## src/rtl/exe_stage_unit.sv

```systemverilog
// Execute stage: ID/EX pipeline register, 32-bit ALU with NZCV status,
// branch target resolution and the EX/MEM register feeding the memory stage.
module exe_stage_unit #(
    parameter int WIDTH      = 32,
    parameter int REG_ADDR_W = 4
) (
    input  logic                  clk,
    input  logic                  rst,
    input  logic                  mem_stall,
    input  logic                  flush,
    input  logic                  hazard_bubble,
    input  logic                  id_wb_en,
    input  logic                  id_mem_read_en,
    input  logic                  id_mem_write_en,
    input  logic                  id_b,
    input  logic                  id_s,
    input  logic [3:0]            id_exe_cmd,
    input  logic [WIDTH-1:0]      id_pc,
    input  logic [WIDTH-1:0]      id_val_rn,
    input  logic [WIDTH-1:0]      id_val2,
    input  logic [WIDTH-1:0]      id_val_rm,
    input  logic [REG_ADDR_W-1:0] id_dest,
    input  logic [23:0]           id_imm24,
    output logic                  exe_wb_en,
    output logic                  exe_mem_read_en,
    output logic                  exe_mem_write_en,
    output logic [WIDTH-1:0]      exe_alu_res,
    output logic [WIDTH-1:0]      exe_st_val,
    output logic [REG_ADDR_W-1:0] exe_dest,
    output logic                  branch_taken,
    output logic [WIDTH-1:0]      branch_addr,
    output logic [3:0]            status
);

    localparam logic [3:0] CMD_MOV = 4'b0001;
    localparam logic [3:0] CMD_ADD = 4'b0010;
    localparam logic [3:0] CMD_ADC = 4'b0011;
    localparam logic [3:0] CMD_SUB = 4'b0100;
    localparam logic [3:0] CMD_SBC = 4'b0101;
    localparam logic [3:0] CMD_AND = 4'b0110;
    localparam logic [3:0] CMD_ORR = 4'b0111;
    localparam logic [3:0] CMD_EOR = 4'b1000;
    localparam logic [3:0] CMD_MVN = 4'b1001;
    localparam int         MSB     = WIDTH - 1;

    logic                  idex_wb_en;
    logic                  idex_mem_read_en;
    logic                  idex_mem_write_en;
    logic                  idex_b;
    logic                  idex_s;
    logic [3:0]            idex_exe_cmd;
    logic [WIDTH-1:0]      idex_pc;
    logic [WIDTH-1:0]      idex_val_rn;
    logic [WIDTH-1:0]      idex_val2;
    logic [WIDTH-1:0]      idex_val_rm;
    logic [REG_ADDR_W-1:0] idex_dest;
    logic [23:0]           idex_imm24;

    logic [WIDTH-1:0]      alu_res;
    logic [WIDTH:0]        sum;
    logic                  carry_out;
    logic                  overflow;
    logic                  flag_valid;
    logic                  carry_in;
    logic                  status_we;
    logic [WIDTH-1:0]      branch_offset;

    // A bubble only zeroes control; data fields are loaded anyway since
    // nothing downstream looks at them without a control bit set.
    always_ff @(posedge clk or negedge rst) begin
        if (!rst) begin
            idex_wb_en        <= 1'b0;
            idex_mem_read_en  <= 1'b0;
            idex_mem_write_en <= 1'b0;
            idex_b            <= 1'b0;
            idex_s            <= 1'b0;
            idex_exe_cmd      <= '0;
            idex_pc           <= '0;
            idex_val_rn       <= '0;
            idex_val2         <= '0;
            idex_val_rm       <= '0;
            idex_dest         <= '0;
            idex_imm24        <= '0;
        end else if (!mem_stall) begin
            idex_exe_cmd <= id_exe_cmd;
            idex_pc      <= id_pc;
            idex_val_rn  <= id_val_rn;
            idex_val2    <= id_val2;
            idex_val_rm  <= id_val_rm;
            idex_dest    <= id_dest;
            idex_imm24   <= id_imm24;
            if (flush || hazard_bubble) begin
                idex_wb_en        <= 1'b0;
                idex_mem_read_en  <= 1'b0;
                idex_mem_write_en <= 1'b0;
                idex_b            <= 1'b0;
                idex_s            <= 1'b0;
            end else begin
                idex_wb_en        <= id_wb_en;
                idex_mem_read_en  <= id_mem_read_en;
                idex_mem_write_en <= id_mem_write_en;
                idex_b            <= id_b;
                idex_s            <= id_s;
            end
        end
    end

    assign carry_in = status[1];

    // Subtraction is done as rn + ~val2 + 1 so the carry out is already NOT borrow.
    always_comb begin
        alu_res    = '0;
        sum        = '0;
        carry_out  = status[1];
        overflow   = status[0];
        flag_valid = 1'b1;
        case (idex_exe_cmd)
            CMD_MOV: alu_res = idex_val2;
            CMD_MVN: alu_res = ~idex_val2;
            CMD_AND: alu_res = idex_val_rn & idex_val2;
            CMD_ORR: alu_res = idex_val_rn | idex_val2;
            CMD_EOR: alu_res = idex_val_rn ^ idex_val2;
            CMD_ADD, CMD_ADC: begin
                sum = {1'b0, idex_val_rn} + {1'b0, idex_val2}
                    + (WIDTH+1)'((idex_exe_cmd == CMD_ADC) ? carry_in : 1'b0);
                alu_res   = sum[WIDTH-1:0];
                carry_out = sum[WIDTH];
                overflow  = (idex_val_rn[MSB] == idex_val2[MSB]) &&
                            (alu_res[MSB] != idex_val_rn[MSB]);
            end
            CMD_SUB, CMD_SBC: begin
                sum = {1'b0, idex_val_rn} + {1'b0, ~idex_val2}
                    + (WIDTH+1)'((idex_exe_cmd == CMD_SBC) ? carry_in : 1'b1);
                alu_res   = sum[WIDTH-1:0];
                carry_out = sum[WIDTH];
                overflow  = (idex_val_rn[MSB] != idex_val2[MSB]) &&
                            (alu_res[MSB] != idex_val_rn[MSB]);
            end
            default: flag_valid = 1'b0;
        endcase
    end

    // On loads/stores the S bit selects load vs store, so it must not write flags.
    assign status_we = !mem_stall && idex_s && !idex_mem_read_en &&
                       !idex_mem_write_en && flag_valid;

    always_ff @(posedge clk or negedge rst) begin
        if (!rst) begin
            status <= 4'b0000;
        end else if (status_we) begin
            status <= {alu_res[MSB], (alu_res == '0), carry_out, overflow};
        end
    end

    always_ff @(posedge clk or negedge rst) begin
        if (!rst) begin
            exe_wb_en        <= 1'b0;
            exe_mem_read_en  <= 1'b0;
            exe_mem_write_en <= 1'b0;
            exe_alu_res      <= '0;
            exe_st_val       <= '0;
            exe_dest         <= '0;
        end else if (!mem_stall) begin
            exe_wb_en        <= idex_wb_en;
            exe_mem_read_en  <= idex_mem_read_en;
            exe_mem_write_en <= idex_mem_write_en;
            exe_alu_res      <= alu_res;
            exe_st_val       <= idex_val_rm;
            exe_dest         <= idex_dest;
        end
    end

    assign branch_offset = {{(WIDTH-26){idex_imm24[23]}}, idex_imm24, 2'b00};
    assign branch_addr   = idex_pc + branch_offset;
    assign branch_taken  = idex_b && !mem_stall;

endmodule
```

## config.mk

```make
export PLATFORM = sky130hd
export DESIGN_NAME = exe_stage_unit
export DESIGN_NICKNAME = d
export VERILOG_FILES = /design/src/rtl/exe_stage_unit.sv
export SDC_FILE = /design/constraint.sdc
export NUM_CORES = 1
export LEC_CHECK = 0
export CORE_UTILIZATION = 59
export DETAILED_ROUTE_END_ITERATION = 7
export GPL_TIMING_DRIVEN = 1
export PLACE_DENSITY = 0.87
export SLEW_MARGIN = 20
export SYNTH_ARGS = -nofsm -noshare
export SYNTH_HDL_FRONTEND = slang
export SYNTH_SLANG_ARGS = --single-unit
export TNS_END_PERCENT = 1
```

## constraint.sdc

```tcl
create_clock -name clk -period 7.3 [get_ports clk]
set_input_delay 2.19 -clock clk [delete_from_list [all_inputs] [get_ports clk]]
set_output_delay 2.19 -clock clk [all_outputs]
set_load 0.1 [all_outputs]
```

* Yosys cells after proc, flatten, opt, wreduce, memory -nomap -nowiden
Cells that the tools add are included.
Word-level totals: register bits 240, latch bits 0, RAM bits 0, ROM bits 0, input port bits 170, logic and storage cells 70, memories 0
Operators by class: $add $sub $neg 5, multipliers 0, divide/modulo/power cells 0, order comparisons 0, equal/unequal tests 13, shift operators 0, mux-type cells 11, bitwise logic cells 4, reductions and logical operators 17
Operators with widths (number):
- $pmux 32 s7 | 1
- $add 32x32->33 | 2
- $add 33x1->33 | 2
- $add 32x32->32 | 1
- $and 32x32->32 | 1
- $logic_not 32->1 | 1
- $not 32->32 | 1
- $or 32x32->32 | 1
- $xor 32x32->32 | 1
- $eq 4x3->1 const B | 4
- $reduce_or 9->1 | 1
- $eq 4x2->1 const B | 2
- $eq 4x4->1 const B | 2
- $mux 1 | 8
- $logic_and 1x1->1 | 7
- $eq 4x1->1 const B | 1
- $pmux 1 s2 | 2
- $reduce_or 2->1 | 2
- $logic_not 1->1 | 3
- $ne 1x1->1 | 3
- $reduce_and 2->1 | 1
- $reduce_bool 2->1 | 1
- $eq 1x1->1 | 1
- $logic_or 1x1->1 | 1

* Longest topological paths before layout
word-level depth 6, depth in mapped cells 21, depth with buffers taken out 17

* Worst setup path after synthesis
Ideal clock, no wire load.
kind register -> output, start point register idex_pc[2], end point output port branch_addr[30], arrival 5.736 ns, required time 5.110 ns, path slack -0.626 ns, cell stages (with the launch flop) 14, path buffers 0, cell sequence dfrtp_1 -> ha_1 -> inv_1 -> fa_1 -> nor2b_1 -> o21ai_0 -> a21boi_0 -> o21ai_0 -> a21oi_1 -> a41o_1 -> o211a_1 -> o31a_1 -> o31ai_1 -> o311ai_0
Between the ends: longest elaborated chain between the ends 1
RTL lines:
- start, declared | RTL line 52 | logic [WIDTH-1:0] idex_pc;
- start signal, assigned | RTL line 86 | idex_pc <= id_pc;
- $add 32x32->32 | RTL line 174 | assign branch_addr = idex_pc + branch_offset;
- end, declared | RTL line 31 | output logic [WIDTH-1:0] branch_addr,
Every way passes these cells.

* Worst setup path in the final report
start point register idex_imm24[0], end point output port branch_addr[20]
Between the ends: longest elaborated chain between the ends 1
RTL lines:
- start, declared | RTL line 57 | logic [23:0] idex_imm24;
- start signal, assigned | RTL line 91 | idex_imm24 <= id_imm24;
- $add 32x32->32 | RTL line 174
Every way passes these cells.

==> flow_summary_export.csv <==
group,metric,value,unit
timing,clock_skew,0.0115,ns
placement,globalplace.congestion,0.972,
clocking,clkLatencyLatePin,0.57,ns
critical_path,path_max_fanout,4,
critical_path,critPathArrivalTime,4.66,ns
route,firstDrtPassIters,6,
clocking,ctsRootBufferMaster,"clkbuf_16",
route,route.vias.total,14500,
timing,setup_viol,0,
logic_synthesis,ys_seq_area_frac,0.364,
clocking,cts_tree,"done",
run_status,status,"completed",
critical_path,critical_path_required,5.11,ns
timing,min_period,6.85,ns
timing,post-route-period-util,0.939,
hold_path,worstHoldPathType,"reg -> reg",
clocking,clkSinkCount,240,
cells_and_area,drive_gt1_frac,0.165,
logic_synthesis,synth_flop_cell,"dfrtp_1",
global_route,grt_pass1_wl,78600,um
clocking,htreeDepth,1,
placement,dp_hpwl,35600,um
clocking,post_cts_resized,0,
logic_synthesis,ys_seq_elements,240,
global_route,antenna_found_initial,3,
timing,hold_violations,0,
clocking,clock_path_buffers,3,
cells_and_area,final_util,0.751,
critical_path,path_class,"reg -> out",
flow_run,maxCapViolCount,0,
logic_synthesis,synth_edf_count,0,
logic_synthesis,synthCells,1686,
die,die_width,169,um
route,drc,0,
die,core,0.0272,sq mm
power_and_ir_drop,peakVddDrop,0.000332,V
die,rows,60,
logic_synthesis,async_flop_share,1.00,
cells_and_area,nNetsFinal,2211,
global_route,track_usage,0.347,
route,wl,49900,um
route,viasPerCell,6.29,
timing,max_slew_margin,0.257,
power_and_ir_drop,p_leak,0.00884,uW
route,antenna_left,0,
clocking,path_clk_slew,0.06,ns
global_route,grt-ovfl-total,0,
logic_synthesis,synth_nets,1985,
timing,fmax,146,MHz
cells_and_area,fill_cells,1857,
clocking,cts-buffers-inserted,26,
die,fp.dieArea,0.0287,sq mm
clocking,hold_buffers,0,
cells_and_area,regArea,0.00601,sq mm
global_route,grt_max_degree,162,
cells_and_area,area_delta_synth_final,23.6,%
die,io_pins,278,
critical_path,cp-start-kind,"flip-flop",
clocking,cts_setup_buffers,0,
die,die_h,169,um
global_route,grt_pass1_vias,14700,
timing,rsz0062_at_grt,"no",
logic_synthesis,synth_cell_types,85,
logic_synthesis,syn-cell-area,0.0165,sq mm
timing,slew_viol_final,0,
timing,finalSetupTns,0,ns
route,route.detailed.wl_per_inst,21.6,um
power_and_ir_drop,cellPowerDensity,307,mW/mm^2
route,drtIter0Drc,1438,
critical_path,critPathCaptureType,"output port",
cells_and_area,multi_input_area,0.00968,sq mm
logic_synthesis,yosys_warnings,0,
timing,tightest_slew,1.11,ns
logic_synthesis,avgSynthCellArea,9.79,sq um
die,initial_core_util,0.608,
placement,port_buffers,277,
layout by cell type, fill, tap and decap left out, types with 8 or more instances in the layout:
cell type,netlist,final
nand3_1,21,21
a221oi_1,13,13
nand2b_1,14,14
nor4_1,9,9
clkbuf_16,0,26
mux2_2,222,222
a221o_1,8,8
nand2_1,84,84
clkdlybuf4s50_1,0,267
nand4_1,9,9
xor2_1,13,13
o21ai_1,10,10
buf_4,3,18
inv_1,120,120
nor2_1,116,115
xnor2_1,44,44
o2111ai_1,8,8
or3_1,9,9
o31ai_1,14,14
a211oi_1,14,14
ha_1,124,124
and2_1,8,8
o211ai_1,12,12
o22ai_1,23,23
a31oi_1,12,12
nor3_1,32,32
nor2b_1,19,19
dfrtp_1,240,239
o21a_1,12,12
a211o_1,9,9
a21oi_1,113,113
a21o_1,33,33
mux2i_1,10,10
o21ai_0,76,76
o21bai_1,16,16
clkbuf_8,0,8
flip-flops by register name (all words and copies together), names as in the netlist, 4 cells and up:
| name | cells |
|---|---|
| exe_dest | 4 |
| idex_dest | 4 |
| status | 4 |
| idex_val2 | 32 |
| idex_exe_cmd | 4 |
| idex_val_rn | 32 |
| idex_pc | 32 |
| exe_st_val | 32 |
| idex_imm24 | 24 |
| idex_val_rm | 32 |
| exe_alu_res | 32 |
per-layer routing:
metal | vias up | track usage | wire length (um)
met5 | - | 0 | 0
met4 | 0 | 0.152 | 2050
met3 | 146 | 0.0942 | 5160
met2 | 747 | 0.561 | 23100
met1 | 7064 | 0.437 | 19500
li1 | 6551 | - | -
per-stage QoR:
step	setup slack, ns	hold slack [ns]	total power [uW]	cell area, sq um	std cells
CTS	0.471	0.503	6240	20400	2304
global placement	1.26	0.463	4780	19500	2256
detailed placement	1.08	0.488	4840	19500	2256
finish	0.445	0.499	6260	20400	2307
floorplan	0.421	0.445	4010	16500	1686
global route	0.183	0.512	6500	20400	2306
worst paths after layout:
check                           slack [ns]               to  cells after the start            start
worst max-delay path                  0.45  branch_addr[20]                     15    idex_imm24[0]
worst min-delay path                  0.50       idex_wb_en                      2       idex_wb_en
worst max register to register        1.73        status[2]                     17  idex_exe_cmd[1]
worst min register to register        0.50       idex_wb_en                      2       idex_wb_en
max in group asynchronous             4.45  exe_alu_res[27]                      2              rst
min in group asynchronous             1.68      idex_pc[20]                      1              rst
final cells by class:
type | count | share of cell area
multi-input cells | 1232 | 0.475
repair buffers | 289 | 0.141
clock buffers | 41 | 0.0386
diodes | 3 | 0.000368
flip-flops and latches | 240 | 0.294
inverters | 123 | 0.0226
clock inverters | 7 | 0.00570
well taps | 372 | 0.0228
cell families after synthesis:
group / Yosys count / share of synthesized area
xor+xnor: 57 / 0.0302
flops: 240 / 0.364
buf+inv: 214 / 0.0508
simple gates: 358 / 0.105
mux: 235 / 0.161
compound gates: 453 / 0.189
fa+ha+maj: 129 / 0.100
critical path, stage by stage (launching register included):
cell and delay, ns:
dfrtp_1 0.35, ha_1 0.17, inv_1 0.06, fa_1 0.40
nor2b_1 0.12, o21ai_0 0.11, a21boi_0 0.32, o21ai_0 0.17
a21oi_1 0.36, a41o_1 0.29, o21ai_0 0.14, nor2_1 0.15
o21a_1 0.12, nor2_1 0.05, xnor2_1 0.13, clkdlybuf4s50_1 1.15
report_power, final:
| part | switching, uW | leakage (uW) | internal [uW] |
|---|---|---|---|
| registers | 148 | 0.00284 | 1520 |
| logic | 2260 | 0.00556 | 951 |
| clock network | 567 | 0.000438 | 814 |
| total | 2970 | 0.00884 | 3280 |
Yosys cell counts (10+ instances only):
cell,number,area (sq um)
o22ai_1,23,144
o21bai_1,16,120
o211ai_1,12,90.1
nand2b_1,14,87.6
nand3_1,21,105
mux2_2,222,2500
dfrtp_1,240,6010
o31ai_1,14,105
inv_1,120,450
nand2_1,84,315
mux2i_1,10,100
clkbuf_1,61,229
a21oi_1,113,566
a21o_1,33,248
xor2_1,13,114
buf_2,19,95.1
nor3_1,32,160
nor2b_1,19,119
o21a_1,12,90.1
a221oi_1,13,114
o21ai_0,76,380
ha_1,124,1550
a211oi_1,14,105
nor2_1,116,435
o21ai_1,10,50.1
xnor2_1,44,385
a31oi_1,12,75.1
Power figures use the tool's default switching activity.
